==> config.mk <==
export PLATFORM = sky130hd
export DESIGN_NAME = gates_unit_pipe_flat
export DESIGN_NICKNAME = d
export VERILOG_FILES = /design/src/rtl/gates_unit_pipe_if.sv /design/src/rtl/gates_unit_pipe.sv /design/src/flat_wrapper.sv
export SDC_FILE = /design/constraint.sdc
export NUM_CORES = 1
export LEC_CHECK = 0
export BUFFER_PORTS_ARGS = -buffer_cell sky130_fd_sc_hd__buf_4
export CORE_UTILIZATION = 42
export CTS_CLUSTER_DIAMETER = 150
export CTS_CLUSTER_SIZE = 40
export DETAILED_ROUTE_END_ITERATION = 10
export GPL_TIMING_DRIVEN = 0
export PLACE_DENSITY_LB_ADDON = 0.08
export REMOVE_ABC_BUFFERS = 1
export SYNTH_ARGS = -nofsm -noshare
export SYNTH_HDL_FRONTEND = slang
export SYNTH_SLANG_ARGS = --single-unit
==> constraint.sdc <==
create_clock -name clk -period 2.2 [get_ports clk]
set_input_delay 0.11 -clock clk [delete_from_list [all_inputs] [get_ports clk]]
set_output_delay 0.11 -clock clk [all_outputs]
set_load 0.03 [all_outputs]
==> src/rtl/gates_unit_pipe_if.sv <==
// Handshake and data bundle between an operand source / result sink and gates_unit_pipe.
// The master side drives operands and out_ready; the slave side is the logic unit.
interface gates_unit_pipe_if #(
    parameter int WIDTH = 8
);
    logic             in_valid;
    logic             in_ready;
    logic [WIDTH-1:0] a;
    logic [WIDTH-1:0] b;
    logic [2:0]       op;
    logic             out_valid;
    logic             out_ready;
    logic [WIDTH-1:0] f;
    logic             zero;
    logic             parity;

    modport master (
        output in_valid, a, b, op, out_ready,
        input  in_ready, out_valid, f, zero, parity
    );

    modport slave (
        input  in_valid, a, b, op, out_ready,
        output in_ready, out_valid, f, zero, parity
    );
endinterface

==> src/rtl/gates_unit_pipe.sv <==
// Two-stage pipelined WIDTH-bit bitwise logic unit with valid/ready on both sides,
// registered zero/parity flags and a wrapping delivered-result counter.
module gates_unit_pipe #(
    parameter int WIDTH = 8,
    parameter int CNT_W = 8
) (
    input  logic                clk,
    input  logic                rst,
    gates_unit_pipe_if.slave    bus,
    output logic [CNT_W-1:0]    result_cnt
);

    logic             s1_valid;
    logic [WIDTH-1:0] s1_a;
    logic [WIDTH-1:0] s1_b;
    logic [2:0]       s1_op;

    logic             out_valid_q;
    logic [WIDTH-1:0] f_q;
    logic             zero_q;
    logic             parity_q;
    logic [CNT_W-1:0] cnt_q;

    logic [WIDTH-1:0] s1_res;
    logic             s2_free;
    logic             s1_adv;
    logic             ready;
    logic             accept;
    logic             deliver;

    always_comb begin
        s1_res = s1_b;
        case (s1_op)
            3'd0:    s1_res = s1_a & s1_b;
            3'd1:    s1_res = s1_a | s1_b;
            3'd2:    s1_res = ~s1_a;
            3'd3:    s1_res = ~(s1_a & s1_b);
            3'd4:    s1_res = ~(s1_a | s1_b);
            3'd5:    s1_res = s1_a ^ s1_b;
            3'd6:    s1_res = ~(s1_a ^ s1_b);
            default: s1_res = s1_b;
        endcase
    end

    // in_ready depends only on pipeline state and out_ready, never on in_valid.
    assign s2_free = !out_valid_q || bus.out_ready;
    assign s1_adv  = s1_valid && s2_free;
    assign ready   = !s1_valid || s2_free;
    assign accept  = bus.in_valid && ready;
    assign deliver = out_valid_q && bus.out_ready;

    always_ff @(posedge clk) begin
        if (rst) begin
            s1_valid    <= 1'b0;
            s1_a        <= '0;
            s1_b        <= '0;
            s1_op       <= '0;
            out_valid_q <= 1'b0;
            f_q         <= '0;
            zero_q      <= 1'b0;
            parity_q    <= 1'b0;
            cnt_q       <= '0;
        end else begin
            if (accept) begin
                s1_valid <= 1'b1;
                s1_a     <= bus.a;
                s1_b     <= bus.b;
                s1_op    <= bus.op;
            end else if (s1_adv) begin
                s1_valid <= 1'b0;
            end

            if (s1_adv) begin
                out_valid_q <= 1'b1;
                f_q         <= s1_res;
                zero_q      <= (s1_res == '0);
                parity_q    <= ^s1_res;
            end else if (deliver) begin
                out_valid_q <= 1'b0;
            end

            if (deliver) begin
                cnt_q <= cnt_q + 1'b1;
            end
        end
    end

    assign bus.in_ready  = ready;
    assign bus.out_valid = out_valid_q;
    assign bus.f         = f_q;
    assign bus.zero      = zero_q;
    assign bus.parity    = parity_q;
    assign result_cnt    = cnt_q;

endmodule

==> src/flat_wrapper.sv <==
// flat-port wrapper written by rule: the top's interface ports become plain ports
module gates_unit_pipe_flat 
#(
    parameter int WIDTH = 8,
    parameter int CNT_W = 8
)
  (clk, rst, result_cnt, bus_in_valid, bus_a, bus_b, bus_op, bus_out_ready, bus_in_ready, bus_out_valid, bus_f, bus_zero, bus_parity);
  gates_unit_pipe_if #(.WIDTH(WIDTH)) bus_i ();
  input  logic clk;
  input  logic rst;
  output logic [CNT_W-1:0] result_cnt;
  input wire logic [$bits(bus_i.in_valid)-1:0] bus_in_valid;
  input wire logic [$bits(bus_i.a)-1:0] bus_a;
  input wire logic [$bits(bus_i.b)-1:0] bus_b;
  input wire logic [$bits(bus_i.op)-1:0] bus_op;
  input wire logic [$bits(bus_i.out_ready)-1:0] bus_out_ready;
  output wire logic [$bits(bus_i.in_ready)-1:0] bus_in_ready;
  output wire logic [$bits(bus_i.out_valid)-1:0] bus_out_valid;
  output wire logic [$bits(bus_i.f)-1:0] bus_f;
  output wire logic [$bits(bus_i.zero)-1:0] bus_zero;
  output wire logic [$bits(bus_i.parity)-1:0] bus_parity;
  assign bus_i.in_valid = bus_in_valid;
  assign bus_i.a = bus_a;
  assign bus_i.b = bus_b;
  assign bus_i.op = bus_op;
  assign bus_i.out_ready = bus_out_ready;
  assign bus_in_ready = bus_i.in_ready;
  assign bus_out_valid = bus_i.out_valid;
  assign bus_f = bus_i.f;
  assign bus_zero = bus_i.zero;
  assign bus_parity = bus_i.parity;
  gates_unit_pipe #(.WIDTH(WIDTH), .CNT_W(CNT_W)) u_core (.clk(clk), .rst(rst), .bus(bus_i), .result_cnt(result_cnt));
endmodule
# Word-level counts from Yosys, hierarchy flattened
# Cells that the tools add are included.
totals:
  ff_bits: 39
  mem_bits_ro: 0
  out_inout_bits: 20
  n_memories: 0
  mem_bits_rw: 0
  wordCells: 40
  latchBits: 0
op_classes:
  n_div: 0
  n_addsub: 1
  shift: 0
  bitwise: 7
  mux: 5
  magnitude_cmp: 0
  n_eq_ne: 6
  n_mul: 0
  reduce_logical: 12
op_table:
  columns: ["cell", "count"]
  rows:
  - ["case mux 8 bit (7 select lines)", 1]
  - ["inverter 8 bit", 4]
  - ["equality test 3 bit, second input constant", 3]
  - ["adder 8 x 1 -> 8 bit, second input constant", 1]
  - ["bitwise AND 8 bit", 1]
  - ["logical NOT 8 bit", 1]
  - ["bitwise OR 8 bit", 1]
  - ["XOR reduction 8 bit", 1]
  - ["bitwise XOR 8 bit", 1]
  - ["equality test 3 x 2 -> 1 bit, second input constant", 2]
  - ["two-way mux 1 bit", 4]
  - ["nonzero test 2 bit", 2]
  - ["equality test 3 x 1 -> 1 bit, second input constant", 1]
  - ["logical AND 1 bit", 3]
  - ["logical NOT 3 bit", 1]
  - ["logical NOT 1 bit", 2]
  - ["logical OR 1 bit", 2]

# Longest topological paths before layout
# Gate-level depths: netlist of the first run.
logic_depth:
  depth_word: 5
  mapped_depth: 12
  mapped_depth_nobuf: 12

# Worst setup path after synthesis of the first run
# OpenSTA, ideal clock, no wires.
synth_timing:
  path_type: "reg2reg"
  from: "reg u_core.s1_b[2]"
  to: "reg u_core.parity_q (netlist: u_core.bus.parity)"
  setup_ns: 0.086
  t_required_ns: 2.114
  arrival_ns: 2.072
  setup_slack_ns: 0.043
  path_buffers: 0
  path_stages_with_launch: 11
  path_cell_list: "dfxtp_1 > inv_1 > ha_1 > inv_1 > mux4_2 > nor2_1 > o22a_2 > ha_1 > xnor2_1 > xnor2_1 > a211oi_1"
synth_between:
  elab_chain_cells: 4
synth_lines:
  columns: ["item", "line", "source"]
  rows:
  - ["from (decl)", "gates_unit_pipe.sv:15", "logic [WIDTH-1:0] s1_b;"]
  - ["from (signal assigned)", "gates_unit_pipe.sv:67", "s1_b <= bus.b;"]
  - ["bitwise XOR 8 bit, or another cell as far along", "gates_unit_pipe.sv:39, gates_unit_pipe.sv:40", null]
  - ["inverter 8 bit (on tied branches)", "gates_unit_pipe.sv:40, gates_unit_pipe.sv:37, gates_unit_pipe.sv:38", null]
  - ["case mux 8 bit (7 select lines) *", "gates_unit_pipe.sv:33", "case (s1_op)"]
  - ["XOR reduction 8 bit *", "gates_unit_pipe.sv:77", "parity_q <= ^s1_res;"]
  - ["to (signal assigned)", "gates_unit_pipe.sv:77", null]
  - ["to (decl)", "gates_unit_pipe.sv:21", "logic parity_q;"]
# Every way passes the cells marked *; elsewhere a longest branch is shown, timed or not.
# A chain may end at the register's enable or synchronous reset.

# Final worst setup path of the first run
layout_timing:
  from: "reg u_core.s1_b[5]"
  to: "reg u_core.parity_q (netlist: u_core.bus.parity)"
# Same word-level chain as after synthesis.

==> results of run 1 <==
## logic make-up (layout without fill, tap and decap cells)
family                     after synthesis  in the layout  share of synthesized area, %
buffers and inverters                   36             84                          6.68
DFF                                     39             39                          33.6
AOI/OAI and AO/OA                       68             68                          19.1
xor gates and xnor gates                 8              8                          3.02
adders and majority gates               21             21                          11.3
muxes                                    8              8                          4.58
and+or+nand+nor                        116            116                          21.7
## power breakdown
group / switching, mW / internal, mW / total [mW] / leakage, nW
logic: 0.224 / 0.234 / 0.457 / 0.870
registers: 0.0411 / 0.740 / 0.781 / 0.324
clock network: 0.254 / 0.286 / 0.540 / 0.0515
total: 0.519 / 1.26 / 1.78 / 1.25
## final cells by class
type / count / area [µm²] / area share, %
Multi-Input combinational cell: 221 / 1490 / 50.1
Inverter: 21 / 81.3 / 2.73
Timing Repair Buffer: 55 / 417 / 14.0
Sequential cell: 39 / 803 / 26.9
Tap cell: 70 / 87.6 / 2.94
Clock buffer: 8 / 100 / 3.36
## placed cells by master (no fill, tap or decap), types with 4 or more instances in the layout
cell type	count
nand2_1	59
buf_4	54
a21oi_1	29
dfxtp_1	29
nor2_1	26
ha_1	16
inv_1	15
o21ai_0	9
nor2b_1	9
clkbuf_8	7
o31a_1	6
dfxtp_2	6
mux2i_1	5
inv_2	5
o221ai_1	5
ha_4	5
nand4_1	4
xor2_1	4
a211oi_1	4
dfxtp_4	4
## what timing repair did
action	CTS	global route
setup endpoints to repair	3	1
gates resized for setup	17	18
setup buffers	7	6
pin swaps	6	12
hold buffers	0	0
## final timing paths
| kind | startpoint | to | slack, ps |
|---|---|---|---|
| setup / recovery | u_core.s1_b[5] | u_core.bus.parity | -20 |
| hold / removal | bus_in_valid | u_core.s1_valid | 40 |
| setup reg to reg | u_core.s1_b[5] | u_core.bus.parity | -20 |
| hold reg to reg | u_core.bus.f[1] | u_core.bus.f[1] | 460 |
## stage by stage
step | hold WS [ps] | utilization (%) | total power [mW] | setup TNS (ps) | cells
detailed placement | 347 | 50.9 | 1.16 | -949 | 393
floorplan | 175 | - | 1.04 | -93.7 | 281
global placement | 345 | 50.9 | 1.15 | -821 | 393
CTS | 41.2 | 55.0 | 1.72 | 0 | 408
global route | 51.5 | 57.3 | 1.88 | -119 | 414
finish | 43.1 | 57.3 | 1.78 | -23.3 | 414
## worst reg2reg max path, stage by stage (launching register included)
cell and delay (ps):
dfxtp_2 330, buf_4 130, ha_1 210, mux4_2 450
nor2_1 120, o22a_2 210, ha_4 220, xnor2_2 140
xnor2_1 120, a211oi_1 220
## flip-flops by register name, summed over array words and instances, names as in the netlist
| register | count |
|---|---|
| u_core.bus.f | 8 |
| u_core.bus.out_valid | 1 |
| u_core.bus.parity | 1 |
| u_core.bus.zero | 1 |
| u_core.result_cnt | 8 |
| u_core.s1_a | 8 |
| u_core.s1_b | 8 |
| u_core.s1_op | 3 |
| u_core.s1_valid | 1 |
## metal layers
metal  track usage (%)  share of wire [%]  wire, µm
met1              24.5                 51      2610
met2              30.5                 45      2320
met3              4.19                3.3       170
met4              5.19                1.2        61
met5                 0                  0         0
==> out/summary.txt, run 1 <==
Hold WC Path Type - in -> reg
Initial antenna violation count - 0
Dpl ws - -615 ps
Main synth FF type - dfxtp_1
Buffers added on ports - 42
Final Hold Viols - 0
Hold path cells - 3
HPWL after detailed placement - 3360 µm
Initial Util - 44.6%
Dominant cell type by area after synthesis - dfxtp_1
Nets@finish - 387
Core footprint - 5200 µm²
MaxCap Viol Count - 0
EDFF count, synth - 0
Crit-path leading delay family - multiplexers
Max incr delay on CP - 450 ps
Arr. time, crit path - 2430 ps
Die height - 76.4 µm
CP max FO - 2
Critical path buffer and inverter count - 1
Via count - 2094
Setup crit start kind - register
CTS tree - built
Final Max Slew Viols - 0
Ant. Diodes - 0
Rel. slew slack - 26.9%
Period Utilization, post-route - 101%
Post-synthesis register bit count - 39
Slowest cell on crit path - mux4_2
Worst-path clk slew - 80 ps
GPL Wtd Cong - 0.782
Cell area after layout - 2980 µm²
IR drop worst, VDD - 246 µV
Top-area cell type share of the netlist area - 33.6%
Boundary Pins - 43
Largest net degree at the start of global routing - 41
Via/cell ratio - 5.06
Clock Root Buffer - clkbuf_8
Full die area - 5830 µm²
Worst Setup End Kind - register
Cell Chain, Critical Path - buf_4 > ha_1 > mux4_2 > nor2_1 > o22a_2 > ha_4 > xnor2_2 > xnor2_1 > a211oi_1
CTS Sinks - 39
Levels on crit path - 9
Failing checks - setup timing
Post-route ant nets - 0
Tmin final - 2220 ps
Post-synthesis sequential area ratio - 33.6%
PD cells - 597 nW/µm²
H-tree Lvls - 2
Avg Cell Area, Syn - 7.85 µm²
Final setup fails - 1
Status - finished with violations
Final wirelength - 5170 µm
LEAKAGE - 1.25 nW
Worst Skew - 4.22 ps
Total CTS buffers - 5
Syn Inst Count - 296
Vias in the first global route - 1980
Area Growth Syn to Fin - 28.4%
Fill cell count - 504
Layout cells sized above 1 - 29.7%
Async set-reset flop share out of synthesis - 0%
Critical path type - reg -> reg
Clk_lat worst skew - 290 ps
Initial DRC Count - 95
Fmax - 450 MHz
Syn. warnings - 0
Clock Path Buffers - 2
Post-route setup slack - -23.3 ps
RSZ-0062 raised after global routing - yes
Count leader, synth - nand2_1
Wire length per cell - 12.5 µm
GRT overflow - 0
Cell variety after synth - 39
TritonRoute pass-1 iters - 4
First-pass GRT wire length - 8770 µm
Die width - 76.4 µm
Top post-synthesis cells by area - dfxtp_1 34%, ha_1 11%, nand2_1 9.7%
Most frequent cells after synthesis - 60 x nand2_1, 39 x dfxtp_1, 29 x a21oi_1, 27 x nor2_1, 21 x ha_1
Worst Tran Pin Value - 1090 ps
CP required - 2410 ps
DRC - 0
Worst Reg-to-Reg Cells - 9
Dpl cell area - 2650 µm²
Tot GR Track Use - 18.6%
Rows - 26
Synthesized area - 2320 µm²
Power figures use the tool's default switching activity.
==> run 2: changes to the inputs <==
BUFFER_PORTS_ARGS = default   (was -buffer_cell sky130_fd_sc_hd__buf_4)
DONT_BUFFER_PORTS = 1   (was default)
clock period = 1.9 ns   (was 2.2 ns; I/O delays follow)
==> out/summary.txt, run 2 (synthesized netlist as in run 1, its figures left out) <==
Net Sw Power - 0.612 mW
Status - finished with violations
Seq pwr share - 47.0%
IR drop worst, VDD - 408 µV
Most frequent cells in the layout - 59 x nand2_1, 29 x a21oi_1, 27 x dfxtp_1
Via count - 2065
Initial Util - 44.6%
Sw Ratio - 30.4%
CTS tree - built
Post-route ant nets - 0
H-tree Lvls - 2
Critical path type - reg -> reg
MaxCap Viol Count - 0
Worst Setup End Kind - register
Fill cell count - 510
Total CTS buffers - 5
Ant. Diodes - 0
Clk_lat worst skew - 290 ps
Layout cells sized above 1 - 22.6%
Full die area - 5830 µm²
TritonRoute pass-1 iters - 4
Worst Tran Pin Value - 639 ps
GRT overflow - 0
Clock power frac - 27.5%
CTS Sinks - 39
Int Power - 1.40 mW
Die width - 76.4 µm
Clock Path Buffers - 2
Fin cells - 397
Setup crit start kind - register
Arr. time, crit path - 2420 ps
Die height - 76.4 µm
Rows - 26
Boundary Pins - 43
Tmin final - 2200 ps
LEAKAGE - 1.14 nW
Tot GR Track Use - 20.2%
Period Utilization, post-route - 116%
First-pass GRT wire length - 9360 µm
PD cells - 682 nW/µm²
Nets@finish - 370
Fmax - 454 MHz
Rel. slew slack - 57.2%
Vias in the first global route - 2010
CP required - 2120 ps
Inst Count DP - 351
Final wirelength - 5490 µm
Post-route setup slack - -303 ps
Buffers added on ports - 0
Initial antenna violation count - 0
Area Growth Syn to Fin - 26.8%
Via/cell ratio - 5.20
Initial DRC Count - 96
Pwr Total - 2.01 mW
GPL Wtd Cong - 0.779
Failing checks - setup timing
Most common cell after layout, fill and taps aside - nand2_1
RSZ-0062 raised after global routing - yes
Logic pwr share - 25.6%
Largest net degree at the start of global routing - 39
CP max FO - 2
HPWL after detailed placement - 3370 µm
Final Max Slew Viols - 0
Core footprint - 5200 µm²
Worst-path clk slew - 80 ps
Hold WC Path Type - in -> reg
Final Hold Viols - 0
Wire length per cell - 13.8 µm
DRC - 0
Worst Skew - 5.87 ps
Final setup fails - 2
Clock Root Buffer - clkbuf_8
==> run 2: cell types whose count changed in the layout (fill, tap and decap cells not counted), moves of 3 or more <==
cell           delta
dfxtp_2           +3
buf_4            -38
dlygate4sd3_1    +20
o21ai_1           +3
o21ai_0           -3
==> run 2: per-layer routing <==
metal | routed length [µm] | GRT usage, % | share of wire, %
met5 | 0 | 0 | 0
met3 | 203 | 4.67 | 3.7
met4 | 57 | 5.77 | 1.0
met1 | 2690 | 25.9 | 49
met2 | 2530 | 33.8 | 46
==> run 2: power groups by stage <==
stage | clock, mW | combinational [mW] | sequential [mW]
after global routing | 0.600 | 0.574 | 0.952
after floorplan | 0 | 0.257 | 0.948
final | 0.552 | 0.514 | 0.944
after global placement | 0 | 0.304 | 0.963
after CTS | 0.563 | 0.449 | 0.941
after detailed placement | 0 | 0.309 | 0.964
==> run 2: stage by stage <==
stage / hold WS [ps] / worst slack, ps / instance area [µm²] / setup TNS (ps) / utilization (%)
2_1_floorplan: 160 / -394 / 2250 / -504 / -
5_1_grt: 56.7 / -392 / 2950 / -600 / 56.6
4_1_cts: 53.8 / -253 / 2830 / -273 / 54.4
6_report: 15.5 / -303 / 2950 / -350 / 56.6
3_3_place_gp: 168 / -867 / 2330 / -4820 / 44.9
3_5_place_dp: 169 / -870 / 2330 / -5110 / 44.9
==> run 2: final timing paths <==
check                       from  slack [ps]  cells past startpoint              endpoint
setup / recovery  u_core.s1_a[5]        -300                     10     u_core.bus.parity
hold / removal     bus_out_ready          20                      3  u_core.bus.out_valid
setup reg to reg  u_core.s1_a[5]        -300                     10     u_core.bus.parity
hold reg to reg   u_core.s1_a[7]         470                      2        u_core.s1_a[7]
==> run 2: repair_timing <==
item / CTS / global route
setup endpoints to repair: 29 / 21
hold buffers: 21 / 0
gates cloned: 0 / 0
endpoints found under the hold margin: 38 / 0
gates resized for setup: 31 / 19
pin swaps: 13 / 11
buffers inserted: 12 / 5
==> run 2: worst max-delay path, stage by stage (launching register included) <==
cell and delay [ps]:
dfxtp_2 340, inv_2 50, ha_4 260, inv_2 30
mux4_2 450, nor2_2 110, o22a_2 220, ha_4 230
xnor2_4 130, xnor2_1 120, a211oi_1 210
==> run 2: area by class of cell <==
| type | count | area [µm²] | share of cell area, % |
|---|---|---|---|
| Clock inverter | 1 | 5.00 | 0.170 |
| Clock buffer | 7 | 76.3 | 2.59 |
| Timing Repair Buffer | 38 | 352 | 11.9 |
| Inverter | 21 | 81.3 | 2.76 |
| Tap cell | 70 | 87.6 | 2.97 |
| Sequential cell | 39 | 803 | 27.3 |
| Multi-Input combinational cell | 221 | 1540 | 52.3 |
==> run 3: changes to the inputs <==
ABC_AREA = 1   (was default)
==> out/summary.txt, run 3 <==
Status - finished with violations
Failing checks - hold timing, setup timing
Core footprint - 5510 µm²
LEAKAGE - 1.43 nW
Ant. Diodes - 0
Most common cell after layout, fill and taps aside - nand2_1
Clk_lat worst skew - 300 ps
Worst Tran Pin Value - 875 ps
First-pass GRT wire length - 9960 µm
Fill cell count - 500
Clock Path Buffers - 2
Syn. warnings - 0
Count leader, synth - nand2_1
Slowest cell on crit path - dfxtp_4
Pwr Total - 2.46 mW
RSZ-0062 raised after global routing - yes
Initial Util - 43.3%
Boundary Pins - 43
Hold WC Path Type - in -> reg
IR drop worst, VDD - 376 µV
Rows - 27
Die width - 77.4 µm
CP max FO - 7
Final Max Slew Viols - 0
Initial DRC Count - 130
EDFF count, synth - 0
Main synth FF type - dfxtp_1
Initial antenna violation count - 0
Syn Inst Count - 363
Nets@finish - 434
GPL Wtd Cong - 0.779
PD cells - 783 nW/µm²
Worst Skew - 6.60 ps
Worst Setup End Kind - register
Top-area cell type share of the netlist area - 32.7%
Final setup fails - 1
Max incr delay on CP - 400 ps
Tot GR Track Use - 20.6%
Hold slack - -4.07 ps
TritonRoute pass-1 iters - 4
CTS Sinks - 39
Most frequent cells after synthesis - 63 x nand2_1, 50 x inv_1, 49 x nor2_1, 39 x dfxtp_1, 37 x nand3_1
Buffers added on ports - 0
Cell Chain, Critical Path - buf_6 > nor2_4 > buf_6 > nand3_2 > nand2_2 > nor2_2 > nand3_2 > inv_2 > ha_4 > xor2_2 > xnor2_1 > o21ai_1 > inv_1
Clock Root Buffer - clkbuf_8
Final wirelength - 6140 µm
Worst-path clk slew - 80 ps
Wire length per cell - 13.3 µm
Post-route setup slack - -84.0 ps
Top post-synthesis cells by area - dfxtp_1 33%, ha_1 11%, nand2_1 9.9%
Dominant cell type by area after synthesis - dfxtp_1
Synthesized area - 2390 µm²
Die height - 77.4 µm
Post-synthesis sequential area ratio - 32.7%
Async set-reset flop share out of synthesis - 0%
GRT overflow - 0
Post-route ant nets - 0
CTS tree - built
MaxCap Viol Count - 0
CP required - 2100 ps
Layout cells sized above 1 - 23.0%
Fmax - 504 MHz
DRC - 0
Setup crit start kind - register
Critical path buffer and inverter count - 4
H-tree Lvls - 2
Tmin final - 1980 ps
Post-synthesis register bit count - 39
HPWL after detailed placement - 3640 µm
Area Growth Syn to Fin - 31.4%
Cell variety after synth - 20
Arr. time, crit path - 2180 ps
Rel. slew slack - 41.6%
Dpl ws - -708 ps
Crit-path leading delay family - simple AND/OR/NAND/NOR gates
Full die area - 5990 µm²
Vias in the first global route - 2208
Most frequent cells in the layout - 58 x nand2_1, 44 x nor2_1, 39 x inv_1
Period Utilization, post-route - 104%
Avg Cell Area, Syn - 6.57 µm²
Total CTS buffers - 5
Largest net degree at the start of global routing - 40
Via count - 2353
Via/cell ratio - 5.08
Final Hold Viols - 2
Critical path type - reg -> reg
==> run 3: changes by cell type in the layout (fill, tap and decap cells not counted), moves of 5 or more <==
cell | previous run | this run
nand3_1 | 3 | 32
o21ai_0 | 6 | 32
inv_1 | 15 | 39
nor2_1 | 25 | 44
dlygate4sd3_1 | 20 | 11
nand4_1 | 4 | 11
nor2b_1 | 7 | 0
inv_2 | 5 | 11
o31a_1 | 6 | 0
buf_6 | 1 | 6
ha_4 | 5 | 10
mux2i_1 | 5 | 0
nand3_2 | 0 | 5
==> run 3: cells by family (layout without fill, tap and decap cells) <==
logic type	count (synthesis)	after routing	share of synthesized area [%]
AO/OA/AOI/OAI	63	63	13.2
flip-flops	39	39	32.7
AND/OR/NAND/NOR	169	169	30.9
XOR/XNOR	3	3	1.10
adder cells (fa/ha/maj)	21	21	11.0
buffers and inverters	68	96	11.1
==> run 3: layout make-up <==
| class | instances | area [µm²] | share of cell area (%) |
|---|---|---|---|
| Clock buffer | 6 | 72.6 | 2.31 |
| Multi-Input combinational cell | 256 | 1570 | 50.1 |
| Clock inverter | 2 | 60.1 | 1.92 |
| Timing Repair Buffer | 35 | 325 | 10.4 |
| Sequential cell | 39 | 806 | 25.7 |
| Inverter | 53 | 211 | 6.74 |
| Tap cell | 72 | 90.1 | 2.87 |
==> run 3: power breakdown <==
part	total [mW]	switching, mW	leakage (nW)	internal (mW)
clock network	0.837	0.311	0.0654	0.525
logic	0.659	0.348	1.03	0.311
registers	0.961	0.0887	0.326	0.872
==> run 3: metal layers <==
| layer | wire length, µm | track usage (%) | vias to the layer above | share of wire, % |
|---|---|---|---|---|
| met3 | 271 | 5.06 | 8 | 4.4 |
| met2 | 2970 | 35.1 | 40 | 48 |
| met4 | 87 | 5.85 | 0 | 1.4 |
| met1 | 2810 | 25.5 | 1079 | 46 |
| met5 | 0 | 0 | - | 0 |
| li1 | - | - | 1226 | - |
==> run 3: timing repair <==
action | 4_1_cts | 5_1_grt
buffers inserted | 12 | 12
hold buffers | 11 | 0
pin swaps | 4 | 19
setup endpoints to repair | 28 | 21
resized for setup | 18 | 56
hold endpoints to repair | 13 | 0
==> run 3: worst paths after layout <==
path	slack [ps]	depth (start not counted)	endpoint	start
setup / recovery	-80	13	u_core.bus.parity	u_core.s1_op[0]
setup reg to reg	-80	13	u_core.bus.parity	u_core.s1_op[0]
hold reg to reg	490	2	u_core.s1_a[6]	u_core.s1_a[6]
hold / removal	-4	2	u_core.s1_op[1]	bus_op[1]
==> run 3: per-stage QoR <==
stage | instances | hold slack, ps | TNS [ps] | instance area [µm²] | util [%]
finish | 463 | -4.07 | -84.0 | 3140 | 56.9
global route | 463 | 17.6 | -1060 | 3140 | 56.9
CTS | 451 | 0.508 | -135 | 2810 | 51.1
detailed placement | 420 | 167 | -9680 | 2410 | 43.8
global placement | 420 | 165 | -9090 | 2410 | 43.8
floorplan | 348 | 164 | -331 | 2320 | -
